[src/rtl/cmp_rr_bank_if.sv]
// cmp_rr_bank_if: issue-side and CDB-side signal bundle for cmp_rr_bank.
//   in_valid/in_ready  per-lane issue handshake
//   in_r1/in_r2        per-lane operands
//   in_op              per-lane funct3
//   in_tag             per-lane ROB tag
//   in_is_br           per-lane branch (1) / set-compare (0)
//   in_pred_taken      per-lane predicted direction
//   cdb_valid/ready    single CDB port handshake
//   cdb_tag/data       broadcast result
//   cdb_mispredict     branch mispredict flag
//   pending            count of full lane buffers
// slave = the compare bank, master = issue logic / CDB consumer.
interface cmp_rr_bank_if #(
    parameter int unsigned LANES = 8,
    parameter int unsigned XLEN  = 32,
    parameter int unsigned TAG_W = 4
);
    localparam int unsigned CNT_W = $clog2(LANES + 1);

    logic [LANES-1:0]             in_valid;
    logic [LANES-1:0]             in_ready;
    logic [LANES-1:0][XLEN-1:0]   in_r1;
    logic [LANES-1:0][XLEN-1:0]   in_r2;
    logic [LANES-1:0][2:0]        in_op;
    logic [LANES-1:0][TAG_W-1:0]  in_tag;
    logic [LANES-1:0]             in_is_br;
    logic [LANES-1:0]             in_pred_taken;
    logic                         cdb_valid;
    logic                         cdb_ready;
    logic [TAG_W-1:0]             cdb_tag;
    logic [XLEN-1:0]              cdb_data;
    logic                         cdb_mispredict;
    logic [CNT_W-1:0]             pending;

    modport master (
        output in_valid, in_r1, in_r2, in_op, in_tag, in_is_br, in_pred_taken, cdb_ready,
        input  in_ready, cdb_valid, cdb_tag, cdb_data, cdb_mispredict, pending
    );

    modport slave (
        input  in_valid, in_r1, in_r2, in_op, in_tag, in_is_br, in_pred_taken, cdb_ready,
        output in_ready, cdb_valid, cdb_tag, cdb_data, cdb_mispredict, pending
    );
endinterface

[src/rtl/cmp_rr_bank.sv]
// cmp_rr_bank: per-lane RV32I branch-compare with one result buffer per lane,
// drained onto a single CDB port by a round-robin arbiter.
//   clk    rising-edge clock
//   rst    asynchronous active-low reset
//   flush  drop all buffered results and this cycle's issues
//   bus    cmp_rr_bank_if.slave (issue handshake, CDB handshake, pending)
module cmp_rr_bank #(
    parameter int unsigned LANES = 8,
    parameter int unsigned XLEN  = 32,
    parameter int unsigned TAG_W = 4
) (
    input  logic               clk,
    input  logic               rst,
    input  logic               flush,
    cmp_rr_bank_if.slave       bus
);
    localparam int unsigned PTR_W = (LANES > 1) ? $clog2(LANES) : 1;
    localparam int unsigned CNT_W = $clog2(LANES + 1);

    typedef struct packed {
        logic             valid;
        logic [TAG_W-1:0] tag;
        logic             res;
        logic             mis;
    } entry_t;

    entry_t            buf_q [LANES];
    logic [PTR_W-1:0]  rr_ptr_q;
    logic [CNT_W-1:0]  pending_q;
    logic              lock_q;
    logic [PTR_W-1:0]  lock_idx_q;

    logic [LANES-1:0]  buf_valid;
    logic [LANES-1:0]  cmp_res;
    logic [LANES-1:0]  cmp_mis;
    logic              grant_found;
    logic [PTR_W-1:0]  grant_idx;
    logic [PTR_W-1:0]  cand;
    logic [LANES-1:0]  grant_oh;
    logic [LANES-1:0]  drain;
    logic [LANES-1:0]  ready;
    logic [LANES-1:0]  accept;
    logic              xfer;
    logic [CNT_W-1:0]  acc_cnt;
    logic [CNT_W-1:0]  pending_nxt;

    // Returns {result, mispredict}; undefined funct3 yields 0/0.
    function automatic logic [1:0] eval_cmp(
        input logic [XLEN-1:0] a,
        input logic [XLEN-1:0] b,
        input logic [2:0]      op,
        input logic            is_br,
        input logic            pred
    );
        logic res;
        logic known;
        res   = 1'b0;
        known = 1'b1;
        case (op)
            3'b000:  res = (a == b);
            3'b001:  res = (a != b);
            3'b100:  res = ($signed(a) < $signed(b));
            3'b101:  res = !($signed(a) < $signed(b));
            3'b110:  res = (a < b);
            3'b111:  res = !(a < b);
            default: known = 1'b0;
        endcase
        return {res, is_br & known & (res != pred)};
    endfunction

    // Combinational compare on the issue inputs.
    always_comb begin
        cmp_res = '0;
        cmp_mis = '0;
        for (int i = 0; i < int'(LANES); i++) begin
            {cmp_res[i], cmp_mis[i]} = eval_cmp(bus.in_r1[i], bus.in_r2[i], bus.in_op[i],
                                                bus.in_is_br[i], bus.in_pred_taken[i]);
        end
    end

    always_comb begin
        buf_valid = '0;
        for (int i = 0; i < int'(LANES); i++) begin
            buf_valid[i] = buf_q[i].valid;
        end
    end

    // Round-robin pick from rr_ptr. A stalled presentation stays locked so a
    // lane filling in ahead of it cannot steal the port before the transfer.
    always_comb begin
        grant_found = 1'b0;
        grant_idx   = '0;
        cand        = '0;
        if (lock_q) begin
            grant_found = 1'b1;
            grant_idx   = lock_idx_q;
        end else begin
            for (int k = 0; k < int'(LANES); k++) begin
                cand = PTR_W'((32'(rr_ptr_q) + 32'(k)) % 32'(LANES));
                if (!grant_found && buf_valid[cand]) begin
                    grant_found = 1'b1;
                    grant_idx   = cand;
                end
            end
        end
    end

    // Handshake terms and pending bookkeeping.
    always_comb begin
        grant_oh = grant_found ? (LANES'(1) << grant_idx) : '0;
        xfer     = grant_found & bus.cdb_ready;
        drain    = grant_oh & {LANES{bus.cdb_ready}};
        ready    = ~buf_valid | drain;
        accept   = bus.in_valid & ready & ~{LANES{flush}};
        acc_cnt  = '0;
        for (int i = 0; i < int'(LANES); i++) begin
            acc_cnt = acc_cnt + CNT_W'(accept[i]);
        end
        pending_nxt = pending_q + acc_cnt - CNT_W'(xfer);
    end

    assign bus.in_ready       = ready;
    assign bus.cdb_valid      = grant_found;
    assign bus.cdb_tag        = grant_found ? buf_q[grant_idx].tag : '0;
    assign bus.cdb_data       = grant_found ? XLEN'(buf_q[grant_idx].res) : '0;
    assign bus.cdb_mispredict = grant_found & buf_q[grant_idx].mis;
    assign bus.pending        = pending_q;

    // Lane buffers: flush beats accept beats drain; accept covers drain+refill.
    always_ff @(posedge clk or negedge rst) begin
        if (!rst) begin
            for (int i = 0; i < int'(LANES); i++) begin
                buf_q[i] <= '0;
            end
        end else begin
            for (int i = 0; i < int'(LANES); i++) begin
                if (flush) begin
                    buf_q[i].valid <= 1'b0;
                end else if (accept[i]) begin
                    buf_q[i] <= '{valid: 1'b1, tag: bus.in_tag[i],
                                  res: cmp_res[i], mis: cmp_mis[i]};
                end else if (drain[i]) begin
                    buf_q[i].valid <= 1'b0;
                end
            end
        end
    end

    // Arbiter pointer, grant lock and pending counter.
    always_ff @(posedge clk or negedge rst) begin
        if (!rst) begin
            rr_ptr_q   <= '0;
            pending_q  <= '0;
            lock_q     <= 1'b0;
            lock_idx_q <= '0;
        end else begin
            if (flush) begin
                rr_ptr_q <= '0;
            end else if (xfer) begin
                rr_ptr_q <= (grant_idx == PTR_W'(LANES - 1)) ? '0 : grant_idx + PTR_W'(1);
            end
            pending_q  <= flush ? '0 : pending_nxt;
            lock_q     <= grant_found & ~bus.cdb_ready & ~flush;
            lock_idx_q <= grant_idx;
        end
    end
endmodule

[src/flat_wrapper.sv]
// flat-port wrapper written by rule: the top's interface ports become plain ports
module cmp_rr_bank_flat 
#(
    parameter int unsigned LANES = 8,
    parameter int unsigned XLEN  = 32,
    parameter int unsigned TAG_W = 4
)
  (clk, rst, flush, bus_in_valid, bus_in_r1, bus_in_r2, bus_in_op, bus_in_tag, bus_in_is_br, bus_in_pred_taken, bus_cdb_ready, bus_in_ready, bus_cdb_valid, bus_cdb_tag, bus_cdb_data, bus_cdb_mispredict, bus_pending);
  cmp_rr_bank_if #(.LANES(LANES), .XLEN(XLEN), .TAG_W(TAG_W)) bus_i ();
  input  logic clk;
  input  logic rst;
  input  logic flush;
  input wire logic [$bits(bus_i.in_valid)-1:0] bus_in_valid;
  input wire logic [$bits(bus_i.in_r1)-1:0] bus_in_r1;
  input wire logic [$bits(bus_i.in_r2)-1:0] bus_in_r2;
  input wire logic [$bits(bus_i.in_op)-1:0] bus_in_op;
  input wire logic [$bits(bus_i.in_tag)-1:0] bus_in_tag;
  input wire logic [$bits(bus_i.in_is_br)-1:0] bus_in_is_br;
  input wire logic [$bits(bus_i.in_pred_taken)-1:0] bus_in_pred_taken;
  input wire logic [$bits(bus_i.cdb_ready)-1:0] bus_cdb_ready;
  output wire logic [$bits(bus_i.in_ready)-1:0] bus_in_ready;
  output wire logic [$bits(bus_i.cdb_valid)-1:0] bus_cdb_valid;
  output wire logic [$bits(bus_i.cdb_tag)-1:0] bus_cdb_tag;
  output wire logic [$bits(bus_i.cdb_data)-1:0] bus_cdb_data;
  output wire logic [$bits(bus_i.cdb_mispredict)-1:0] bus_cdb_mispredict;
  output wire logic [$bits(bus_i.pending)-1:0] bus_pending;
  assign bus_i.in_valid = bus_in_valid;
  assign bus_i.in_r1 = bus_in_r1;
  assign bus_i.in_r2 = bus_in_r2;
  assign bus_i.in_op = bus_in_op;
  assign bus_i.in_tag = bus_in_tag;
  assign bus_i.in_is_br = bus_in_is_br;
  assign bus_i.in_pred_taken = bus_in_pred_taken;
  assign bus_i.cdb_ready = bus_cdb_ready;
  assign bus_in_ready = bus_i.in_ready;
  assign bus_cdb_valid = bus_i.cdb_valid;
  assign bus_cdb_tag = bus_i.cdb_tag;
  assign bus_cdb_data = bus_i.cdb_data;
  assign bus_cdb_mispredict = bus_i.cdb_mispredict;
  assign bus_pending = bus_i.pending;
  cmp_rr_bank #(.LANES(LANES), .XLEN(XLEN), .TAG_W(TAG_W)) u_core (.clk(clk), .rst(rst), .flush(flush), .bus(bus_i));
endmodule
[config.mk]
export PLATFORM = sky130hd
export DESIGN_NAME = cmp_rr_bank_flat
export DESIGN_NICKNAME = d
export VERILOG_FILES = /design/src/rtl/cmp_rr_bank_if.sv /design/src/rtl/cmp_rr_bank.sv /design/src/flat_wrapper.sv
export SDC_FILE = /design/constraint.sdc
export NUM_CORES = 1
export LEC_CHECK = 0
export CAP_MARGIN = 5
export CELL_PAD_IN_SITES_DETAIL_PLACEMENT = 1
export CELL_PAD_IN_SITES_GLOBAL_PLACEMENT = 1
export CORE_AREA = 2 2 249 251
export DETAILED_ROUTE_END_ITERATION = 8
export DIE_AREA = 0 0 251 253
export GPL_TIMING_DRIVEN = 0
export PLACE_DENSITY = 0.65
export SYNTH_ARGS = -nofsm -noshare
export SYNTH_HDL_FRONTEND = slang
export SYNTH_SLANG_ARGS = --single-unit
export TNS_END_PERCENT = 100
[constraint.sdc]
create_clock -name clk -period 6.8 [get_ports clk]
set_input_delay 1.36 -clock clk [delete_from_list [all_inputs] [get_ports clk]]
set_output_delay 1.36 -clock clk [all_outputs]
set_load 0.02 [all_outputs]
* Yosys cells after proc, flatten, opt, wreduce, memory -nomap -nowiden
Cells that the tools add are included.
Operators by class: equal/unequal tests 65, order comparisons 25, add/sub/neg operators 17, multiplexer cells 91, reductions and logical operators 63, bitwise logic cells 29, shift operators 1
Operators by type and width (count):
- $lt A32 B32 Y1 | 16
- $eq A32 B32 Y1 | 8
- $ne A32 B32 Y1 | 8
- $eq A3 B3 Y1 const B | 33
- $mux W1 | 57
- $pmux W1 S6 | 8
- $reduce_or A6 Y1 | 8
- $mux W3 | 12
- $lt A3 B4 Y1 const B | 8
- $add A4 B1 Y4 | 6
- $and A8 B8 Y8 | 3
- $bmux W1 S3 | 8
- $eq A3 B1 Y1 const B | 8
- $logic_not A3 Y1 | 8
- $reduce_bool A3 Y1 | 8
- $logic_not A1 Y1 | 23
- $bmux W7 S3 | 1
- $and A1 B1 Y1 | 20
- $not A8 Y8 | 2
- $reduce_and A2 Y1 | 8
- $add A3 B3 Y3 const B | 4
- $mux W6 | 2
- $mux W4 | 2
- $mux W8 | 1
- other kinds (13) | 29
Storage, ports and cells: register bits 67, output and inout port bits 50, input bits 596

* Longest topological paths before layout
Gate-level depths: netlist (run 1).
word-level depth 48, gate-level depth with buffers 33

* Worst setup path after synthesis (run 1)
Ideal clock, no wire load.
path kind register to register, start point register u_core.rr_ptr_q[1], end point register u_core.pending_q[2], in the netlist u_core.bus.pending[2], setup time 0.132 ns, setup slack 0.043 ns, buffers on the path 6, clock period less this slack 6.757 ns, arrival 6.626 ns, stages on the path, launching flop included 27, data required time 6.668 ns, cells stage by stage dfrtp_1 -> clkbuf_1 -> inv_1 -> clkbuf_1 -> ha_1 -> buf_2 -> mux4_1 -> buf_2 -> or2_1 -> mux4_2 -> nor4_1 -> o32ai_1 -> or2_4 -> buf_6 -> buf_1 -> nor2_1 -> ha_1 -> inv_1 -> o21ai_0 -> nand3b_2 -> fa_1 -> inv_1 -> fa_1 -> ha_1 -> fa_1 -> xnor2_1 -> nor2_1
RTL lines:
- from (decl) | RTL line cmp_rr_bank.sv:28 | logic [PTR_W-1:0] rr_ptr_q;
- from (signal assigned) | RTL line cmp_rr_bank.sv:160 | rr_ptr_q <= (grant_idx == PTR_W'(LANES - 1)) ? '0 : grant_idx + PTR_W'(1);
- branches (longest 33 deep; another with $add A3 B1 Y3)
- $mux W8 (*) | RTL line cmp_rr_bank.sv:110 | grant_oh = grant_found ? (LANES'(1) << grant_idx) : '0;
- $and A8 B8 Y8 (*) | RTL line cmp_rr_bank.sv:112 | drain = grant_oh & {LANES{bus.cdb_ready}};
- $or A8 B8 Y8 (*) | RTL line cmp_rr_bank.sv:113 | ready = ~buf_valid | drain;
- via bus_in_ready[7] | RTL line flat_wrapper.sv:21 | output wire logic [$bits(bus_i.in_ready)-1:0] bus_in_ready;
- $and A8 B8 Y8 (*) (2 in series) | RTL line cmp_rr_bank.sv:114 | accept = bus.in_valid & ready & ~{LANES{flush}};
- $add A4 B1 Y4 (*) | RTL line cmp_rr_bank.sv:117 | acc_cnt = acc_cnt + CNT_W'(accept[i]);
- $add A4 B4 Y4 (*) | RTL line cmp_rr_bank.sv:119 | pending_nxt = pending_q + acc_cnt - CNT_W'(xfer);
- $sub A4 B1 Y4 (*) | RTL line cmp_rr_bank.sv:119
- $mux W4 (*) | RTL line cmp_rr_bank.sv:162 | pending_q <= flush ? '0 : pending_nxt;
- to (signal assigned) | RTL line cmp_rr_bank.sv:162
- to (decl) | RTL line cmp_rr_bank.sv:29 | logic [CNT_W-1:0] pending_q;
Mark *: on every way through the listed nets, which the timed path passes. The select of a mux whose other input is x is not followed. A chain may end at the register's enable or synchronous reset.

* Worst setup path after layout (run 1)
start point register u_core.rr_ptr_q[0], end point output port bus_in_ready[0]
On the way: cells in the longest elaborated chain, start to end 36
RTL lines:
- branches (longest 30 deep; another with $add A3 B1 Y3)
- $mux W3 (*) | RTL line cmp_rr_bank.sv:100 | if (!grant_found && buf_valid[cand]) begin
- $mux W3 (*) | RTL line cmp_rr_bank.sv:94 | if (lock_q) begin
- via u_core.grant_idx[2] | RTL line cmp_rr_bank.sv:37 | logic [PTR_W-1:0] grant_idx;
- $shl A1 B3 Y8 (*) | RTL line cmp_rr_bank.sv:110
- $mux W8 (*) | RTL line cmp_rr_bank.sv:110
- $and A8 B8 Y8 (*) | RTL line cmp_rr_bank.sv:112
- $or A8 B8 Y8 (*) | RTL line cmp_rr_bank.sv:113
- to (decl) | RTL line flat_wrapper.sv:21
Marked as above.

==> summary.md, run 1 <==
| Metric | Value |
|---|---|
| Status | `complete, no violations` |
| Final Critical Period | `6630 ps` |
| Layout cell share with drive strength beyond 1 | `9.72%` |
| Most common cell in the netlist | `inv_1` |
| Setup-failing EPs final | `0` |
| Leak | `about 10 nW` |
| CP arrival | `between 5000 and 6000 ps` |
| Main synth FF type | `dfrtp_1` |
| Vias/cell | `between 4 and 5` |
| Clk network pwr share | `9.9%` |
| Crit. End Element | `output pin` |
| Core Util, Final | `33.5%` |
| Die ar. | `roughly 0.064 mm^2` |
| Max-cap viol count | `0` |
| Placer congestion estimate | `slightly above 0.9` |
| CTS Root Cell | `clkbuf_16` |
| Antenna violations before repair | `7` |
| Die Wd | `about 250 um` |
| Syn Area/Cell | `around 8 um^2` |
| Avg WL per Cell | `18.4 um` |
| Buffers on Ports | `roughly 610` |
| Worst relative slew slack | `~40%` |
| P_sw | `~2.3 mW` |
| CTS tree | `yes` |
| Vias | `~14000` |
| Detailed placer's ending HPWL | `50.0 mm` |
| Die height | `around 250 um` |
| WL final | `roughly 55 mm` |
| Top cells by count, synth | `inv_1 (315), ha_1 (271), a21oi_1 (84)` |
| Fillers | `between 7000 and 8000` |
| CTS H-Tree Depth | `3` |
| Max stage delay on crit path | `a little over 700 ps` |
| Synth async-reset ratio | `between 90% and 100%` |
| P&R area growth vs syn | `64.9%` |
| Global-route wire length before repair | `just over 80 mm` |
| Final hold viol count | `0` |
| Worst Path Required | `5440 ps` |
| Tcrit/Tclk final | `a little over nine tenths` |
| Critical path class | `reg2out` |
| Switching Share | `between 40% and 50%` |
| Internal power | `about 2.8 mW` |
| Synth Cell Area | `between 0.01 and 0.015 mm^2` |
| Io pins | `646` |
| Clk sinks | `67` |
| Maximum VDD drop | `approximately 150 uV` |
| Setup TNS | `0 ps` |
| Total Power | `approximately 5 mW` |
| Initial core utilization | `between 20 and 25%` |
| Achievable Freq | `~0.15 GHz` |
| Share of Yosys cell area claimed by the top area cell type | `around 27%` |
| Vias in the first global route | `14900` |
| Part of the power in registers | `roughly an eighth` |
| Setup Skew | `about 6.2 ps` |
| # DRC | `0` |
| Pre-CTS WS | `-1310 ps` |
| Hold Crit Start | `u_core.buf_q[29]` |
| RR Endpoint | `u_core.bus.pending[2]` |
| Final antenna-violating net count | `0` |
| Overflow after GRT | `0` |
| Critical Path, Cell by Cell | `buf_6 -> buf_12 -> clkinvlp_4 -> ha_4 -> buf_6 -> mux4_2 -> buf_6 -> buf_4 -> mux2i_1 -> nor3b_1 -> a41oi_1 -> nor4b_2 -> nor2_8 -> inv_2 -> o21ai_0 -> clkdlybuf4s50_1` |
| Register area share after synthesis | `around 14%` |
| Top cells by area, synth | `ha_1 (27%), dfrtp_1 (14%), inv_1 (9.5%)` |
| Final Net Count | `~3100` |
| GRT Overall Usage | `roughly 17%` |
| Yosys top cell by area | `ha_1` |
| Worst Setup SP | `u_core.rr_ptr_q[0]` |
| RSZ-0062 raised after global routing | `yes` |
| Slew of the pin with the lowest slew margin | `around 890 ps` |
| Synth unique cells | `86` |
| Worst hold path class | `reg2reg` |
| Core area | `between 0.06 and 0.07 mm^2` |
| Post-Synthesis Cells | `between 1500 and 2000` |
| Worst-Skew Late Latency | `approximately 330 ps` |
| Pwr per Cell Area | `about 250 mW/mm^2` |
| Slew Viols, Final | `0` |
| Synth warn | `0` |
| Reg-to-reg slack, setup | `220 ps` |
| Dpl cells | `between 2000 and 3000` |
| Reg clk slew, reported paths | `60 ps` |
| Critical Path End | `bus_in_ready[0]` |
| Inserted Clock Buffers | `9` |
| Critical Path Slowest Stage Cell | `clkdlybuf4s50_1` |
| Yosys reg bits | `67` |
| DRT iter0 DRCs | `between 400 and 500` |
| Post-CTS Hold Buffers | `0` |
| Pin count of the biggest net entering global routing | `roughly 70` |
| EDFF count, synth | `0` |
| CP dominant cell by count | `buf_6` |
| Worst r2r src | `u_core.rr_ptr_q[0]` |
| Std-Cell Rows | `between 90 and 100` |
| R2R depth | `29` |
| Comb power frac | `between 70% and 80%` |
| Fin cells | `3005` |
| Maximum clock path buffer count | `2` |
| Worst setup SP type | `flip-flop` |
| Pre-antenna DRT Iters | `4` |
| Final WS setup | `165 ps` |
| Crit-path max FO | `10` |
-- per-layer routing --
metal  track usage, %  wire length [um]  up-vias
li1                 -                 -     6697
met1             18.5             21700     6442
met2             31.8             28800      397
met3             2.93              3110       68
met4             5.83              1660        8
met5                0                56        -
-- final cells by class --
type | instances | area (um^2) | share of cell area [%]
multi-input cells | 1105 | 9390 | 45.9
repair buffers | 648 | 6420 | 31.3
flip-flops and latches | 67 | 1680 | 8.19
inverters | 320 | 1210 | 5.93
well taps | 790 | 988 | 4.83
plain buffers | 56 | 454 | 2.22
clock buffers | 9 | 225 | 1.10
clock inverters | 7 | 101 | 0.495
diodes | 3 | 7.51 | 0.0367
-- stage by stage --
step	area [um^2]	hold slack, ps
floorplan	12500	443
global placement	19700	468
detailed placement	19700	475
CTS	20200	489
global route	20500	503
finish	20500	484
-- cells by family after synthesis --
logic type	synth area share, %
buffers and inverters	12.7
AND/OR/NAND/NOR	14.3
AO/OA/AOI/OAI	18.0
adder cells (fa/ha/maj)	28.1
multiplexers	11.4
flip-flops	13.5
XOR/XNOR	1.88
other	0.0302
-- flip-flops by register name (all words and copies together) (netlist names) --
register / count
u_core.rr_ptr_q: 3
u_core.lock_idx_q: 3
u_core.buf_q: 56
u_core.lock_q: 1
u_core.bus.pending: 4
-- power groups by stage --
stage	Sequential (mW)	Clock [mW]	Combinational [mW]
global route	0.632	0.544	4.36
floorplan	0.606	0	2.23
CTS	0.617	0.528	3.82
detailed placement	0.625	0	3.68
finish	0.618	0.512	4.02
global placement	0.618	0	3.59
-- how the worst min path moves through the flow --
stage | endpoint | slack [ps] | depth (start not counted)
floorplan | u_core.buf_q[42] | 440 | 2
global placement | u_core.buf_q[29] | 470 | 1
detailed placement | u_core.buf_q[29] | 480 | 1
CTS | u_core.buf_q[29] | 490 | 1
global route | u_core.buf_q[29] | 500 | 1
finish | u_core.buf_q[29] | 480 | 1
-- critical path: cells and delay by family, from the launching register on --
kind | cells | cell delay (ps)
mux | 2 | 850
simple gates | 3 | 1060
fa+ha+maj | 1 | 280
compound gates | 2 | 700
flops | 1 | 370
buf+inv | 8 | 1660
-- cell usage in the layout, fill, tap and decap left out, types with 8 or more instances in the layout --
cell             instances
o21ai_1                  8
buf_4                   66
nor2b_1                 12
nand2_1                 65
nor4_1                  10
nor2_1                  74
o31ai_1                 13
clkdlybuf4s50_1        604
dfrtp_1                 67
xnor2_1                 15
mux2_4                  11
inv_1                  309
ha_1                   269
nand3_1                 33
nand2b_1                13
mux2_2                  45
clkbuf_16               10
a31oi_1                  9
nand4_1                 47
a21oi_1                 82
o21ai_0                 62
a221oi_1                 8
mux4_2                  22
o211ai_1                13
a211oi_1                17
a21o_1                  47
conb_1                  31
clkbuf_1                11
nor3_1                  28
mux2i_1                 20
o21a_1                  10
xor2_1                   9
-- repair_timing --
item	CTS	global route
buffers inserted	7	27
setup endpoints to repair	18	16
pin swaps	2	8
resized for setup	33	28
Note: power is estimated with default switching activity, not from simulation.
==> inputs of run 2 (changes only) <==
--- a/config.mk
+++ b/config.mk
@@ -8,11 +8,11 @@
 export CAP_MARGIN = 5
 export CELL_PAD_IN_SITES_DETAIL_PLACEMENT = 1
 export CELL_PAD_IN_SITES_GLOBAL_PLACEMENT = 1
-export CORE_AREA = 2 2 249 251
+export CORE_AREA = 3 3 250 252
 export DETAILED_ROUTE_END_ITERATION = 8
-export DIE_AREA = 0 0 251 253
+export DIE_AREA = 0 0 253 255
 export GPL_TIMING_DRIVEN = 0
-export PLACE_DENSITY = 0.65
+export PLACE_DENSITY = 0.74
 export SYNTH_ARGS = -nofsm -noshare
 export SYNTH_HDL_FRONTEND = slang
 export SYNTH_SLANG_ARGS = --single-unit
==> summary.md, run 2 (same netlist as run 1, synthesis figures left out) <==
| Metric | Value |
|---|---|
| GRT Overall Usage | `16.8% (was 16.7%)` |
| Worst-Skew Late Latency | `340 ps (was 330 ps)` |
| Final hold viol count | `0 (unchanged)` |
| Max-cap viol count | `0 (unchanged)` |
| Worst r2r src | `u_core.rr_ptr_q[0] (unchanged)` |
| Core area | `0.0604 mm^2 (was 0.0610 mm^2)` |
| Io pins | `646 (unchanged)` |
| Slew Viols, Final | `0 (unchanged)` |
| Critical path class | `reg2out (unchanged)` |
| Die ar. | `0.0645 mm^2 (was 0.0635 mm^2)` |
| Critical Path, Cell by Cell | `buf_8 -> clkinvlp_4 -> ha_1 -> buf_6 -> mux4_2 -> buf_6 -> or2_1 -> mux4_2 -> a211oi_4 -> o32ai_1 -> or2_4 -> buf_6 -> mux2_1 -> mux4_2 -> clkdlybuf4s50_1 (was buf_6 -> buf_12 -> clkinvlp_4 -> ha_4 -> buf_6 -> mux4_2 -> buf_6 -> buf_4 -> mux2i_1 -> nor3b_1 -> a41oi_1 -> nor4b_2 -> nor2_8 -> inv_2 -> o21ai_0 -> clkdlybuf4s50_1)` |
| Max stage delay on crit path | `670 ps (was 720 ps)` |
| Core Util, Final | `33.6% (was 33.5%)` |
| Maximum VDD drop | `198 uV (was 151 uV)` |
| Max reg flops | `56 (unchanged)` |
| Final antenna-violating net count | `0 (unchanged)` |
| Maximum clock path buffer count | `2 (unchanged)` |
| Most flop-heavy register | `u_core.buf_q (unchanged)` |
| Global-route wire length before repair | `83.7 mm (was 82.3 mm)` |
| CTS tree | `yes (unchanged)` |
| Status | `complete, no violations (unchanged)` |
| Vias in the first global route | `15100 (was 14900)` |
| Worst Path Required | `5440 ps (about the same)` |
| CP arrival | `5240 ps (was 5270 ps)` |
| Commonest non-fill, non-tap cells in the layout | `clkdlybuf4s50_1 (613), inv_1 (312), ha_1 (269) (was clkdlybuf4s50_1 (604), inv_1 (309), ha_1 (269))` |
| Worst hold path class | `reg2reg (unchanged)` |
| Clk sinks | `67 (unchanged)` |
| CTS H-Tree Depth | `3 (unchanged)` |
| # DRC | `0 (unchanged)` |
| Setup Skew | `7.72 ps (was 6.20 ps)` |
| Leak | `9.68 nW (was 9.86 nW)` |
| Tcrit/Tclk final | `97.0% (was 97.6%)` |
| Crit-path max FO | `11 (was 10)` |
| Setup-failing EPs final | `0 (unchanged)` |
| Delay-heaviest family, CP | `multiplexers (was buffers and inverters)` |
| Pin count of the biggest net entering global routing | `36 (was 68)` |
| Initial core utilization | `20.6% (was 20.3%)` |
| Antenna violations before repair | `6 (was 7)` |
| Achievable Freq | `0.152 GHz (was 0.151 GHz)` |
| Std-Cell Rows | `90 (was 91)` |
| Pwr per Cell Area | `250 mW/mm^2 (was 252 mW/mm^2)` |
| Final instance area | `0.0203 mm^2 (was 0.0205 mm^2)` |
| CTS Root Cell | `clkbuf_16 (unchanged)` |
| Overflow after GRT | `0 (unchanged)` |
| Worst setup SP type | `flip-flop (unchanged)` |
| Worst Setup SP | `u_core.rr_ptr_q[0] (unchanged)` |
| Crit. End Element | `output pin (unchanged)` |
| Buffers on Ports | `614 (unchanged)` |
| Avg WL per Cell | `19.2 um (was 18.4 um)` |
| Pre-antenna DRT Iters | `4 (unchanged)` |
| Critical Path Slowest Stage Cell | `clkdlybuf4s50_1 (unchanged)` |
| WL final | `57.1 mm (was 55.4 mm)` |
| Layout cell share with drive strength beyond 1 | `8.73% (was 9.72%)` |
| Detailed placer's ending HPWL | `51.4 mm (was 50.0 mm)` |
| Hold Crit Start | `u_core.buf_q[1] (was u_core.buf_q[29])` |
| DRT iter0 DRCs | `395 (was 492)` |
| P&R area growth vs syn | `63.2% (was 64.9%)` |
| Die Wd | `253 um (was 251 um)` |
| Placer congestion estimate | `0.914 (was 0.918)` |
| Inserted Clock Buffers | `9 (unchanged)` |
| Most common cell after layout, fill and taps aside | `clkdlybuf4s50_1 (unchanged)` |
| Worst relative slew slack | `40.5% (about the same)` |
| Final Critical Period | `6600 ps (was 6630 ps)` |
| Fillers | `7143 (was 7277)` |
| Vias | `13700 (was 13600)` |
| Final Net Count | `3057 (was 3079)` |
| Die height | `255 um (was 253 um)` |
| Reg clk slew, reported paths | `60 ps (about the same)` |
| Area after DPL | `0.0197 mm^2 (about the same)` |
| Vias/cell | `4.60 (was 4.53)` |
| CP Buf/Inv Count | `6 (was 8)` |
| Slew of the pin with the lowest slew margin | `881 ps (was 893 ps)` |
==> run 2: cell types whose count changed in the layout (fill, tap and decap cells not counted), sizes merged <==
| cell | change |
|---|---|
| clkdlybuf4s50 | +9 |
| bufinv | +1 |
| mux4 | +1 |
| clkinvlp | -2 |
| dlymetal6s2s | -7 |
| buf | -23 |
| dlygate4sd2 | -2 |
==> run 2: final cells by class <==
| class | instances | area (um^2) | share of cell area (%) |
|---|---|---|---|
| diodes | 3 | 7.51 | 0.0370 |
| plain buffers | 54 | 399 | 1.97 |
| clock buffers | 9 | 225 | 1.11 |
| clock inverters | 6 | 115 | 0.568 |
| inverters | 320 | 1200 | 5.94 |
| multi-input cells | 1106 | 9410 | 46.4 |
| flip-flops and latches | 67 | 1680 | 8.27 |
| well taps | 782 | 978 | 4.83 |
| repair buffers | 627 | 6250 | 30.9 |
==> run 2: timing repair <==
action,4_1_cts,5_1_grt
endpoints found under the hold margin,0,0
buffers inserted,9,3
pin swaps,5,1
hold buffers,0,0
resized for setup,29,15
endpoints found under the setup margin,18,11
gates cloned,1,0
==> run 2: stage by stage <==
stage                     power (mW)  TNS (ps)  instances  hold slack, ps  worst slack [ps]
after detailed placement        4.34     -9030       2945             472             -1330
after CTS                       5.06         0       2970             485              27.7
final                           5.06         0       2974             483               205
after global placement          4.26     -8490       2944             465             -1250
after floorplan                 2.84         0       1548             443              42.6
after global routing            5.43     -96.2       2973             507             -39.5
==> run 2: worst reg2reg max path, cell delays in order, from the launching register on <==
cell	delay [ps]
dfrtp_1	380
buf_8	170
clkinvlp_4	120
ha_1	310
buf_6	150
mux4_2	310
buf_6	160
or2_1	230
mux4_2	610
a21oi_1	200
a21oi_1	70
o22ai_1	190
mux2_2	200
buf_6	160
inv_1	140
nor2_1	220
ha_1	230
inv_1	90
o21ai_4	280
nand3b_4	210
fa_1	580
inv_1	50
fa_1	440
ha_1	250
fa_1	410
xnor2_1	170
nor2_1	50
==> run 2: routing by layer <==
| metal | track usage [%] | routed length (um) | part of all wire, % | vias to the layer above |
|---|---|---|---|---|
| met1 | 18.4 | 21700 | 38 | 6539 |
| met2 | 32.2 | 30200 | 53 | 409 |
| li1 | - | - | - | 6652 |
| met4 | 4.86 | 1240 | 2.2 | 8 |
| met3 | 3.78 | 3840 | 6.7 | 61 |
| met5 | 0 | 54 | 0.095 | - |
==> run 2: worst paths after layout <==
check	endpoint	slack [ps]	cells after the start
max	bus_cdb_tag[3]	200	15
min	u_core.buf_q[1]	480	2
max reg2reg	u_core.bus.pending[2]	300	26
min reg2reg	u_core.buf_q[1]	480	2
max in group asynchronous	u_core.buf_q[12]	5240	2
min in group asynchronous	u_core.buf_q[27]	980	1
==> run 2: power by group <==
part	switching, mW	total (mW)	internal, mW
logic	2.09	3.89	1.80
registers	0.0837	0.621	0.537
clock network	0.198	0.555	0.358
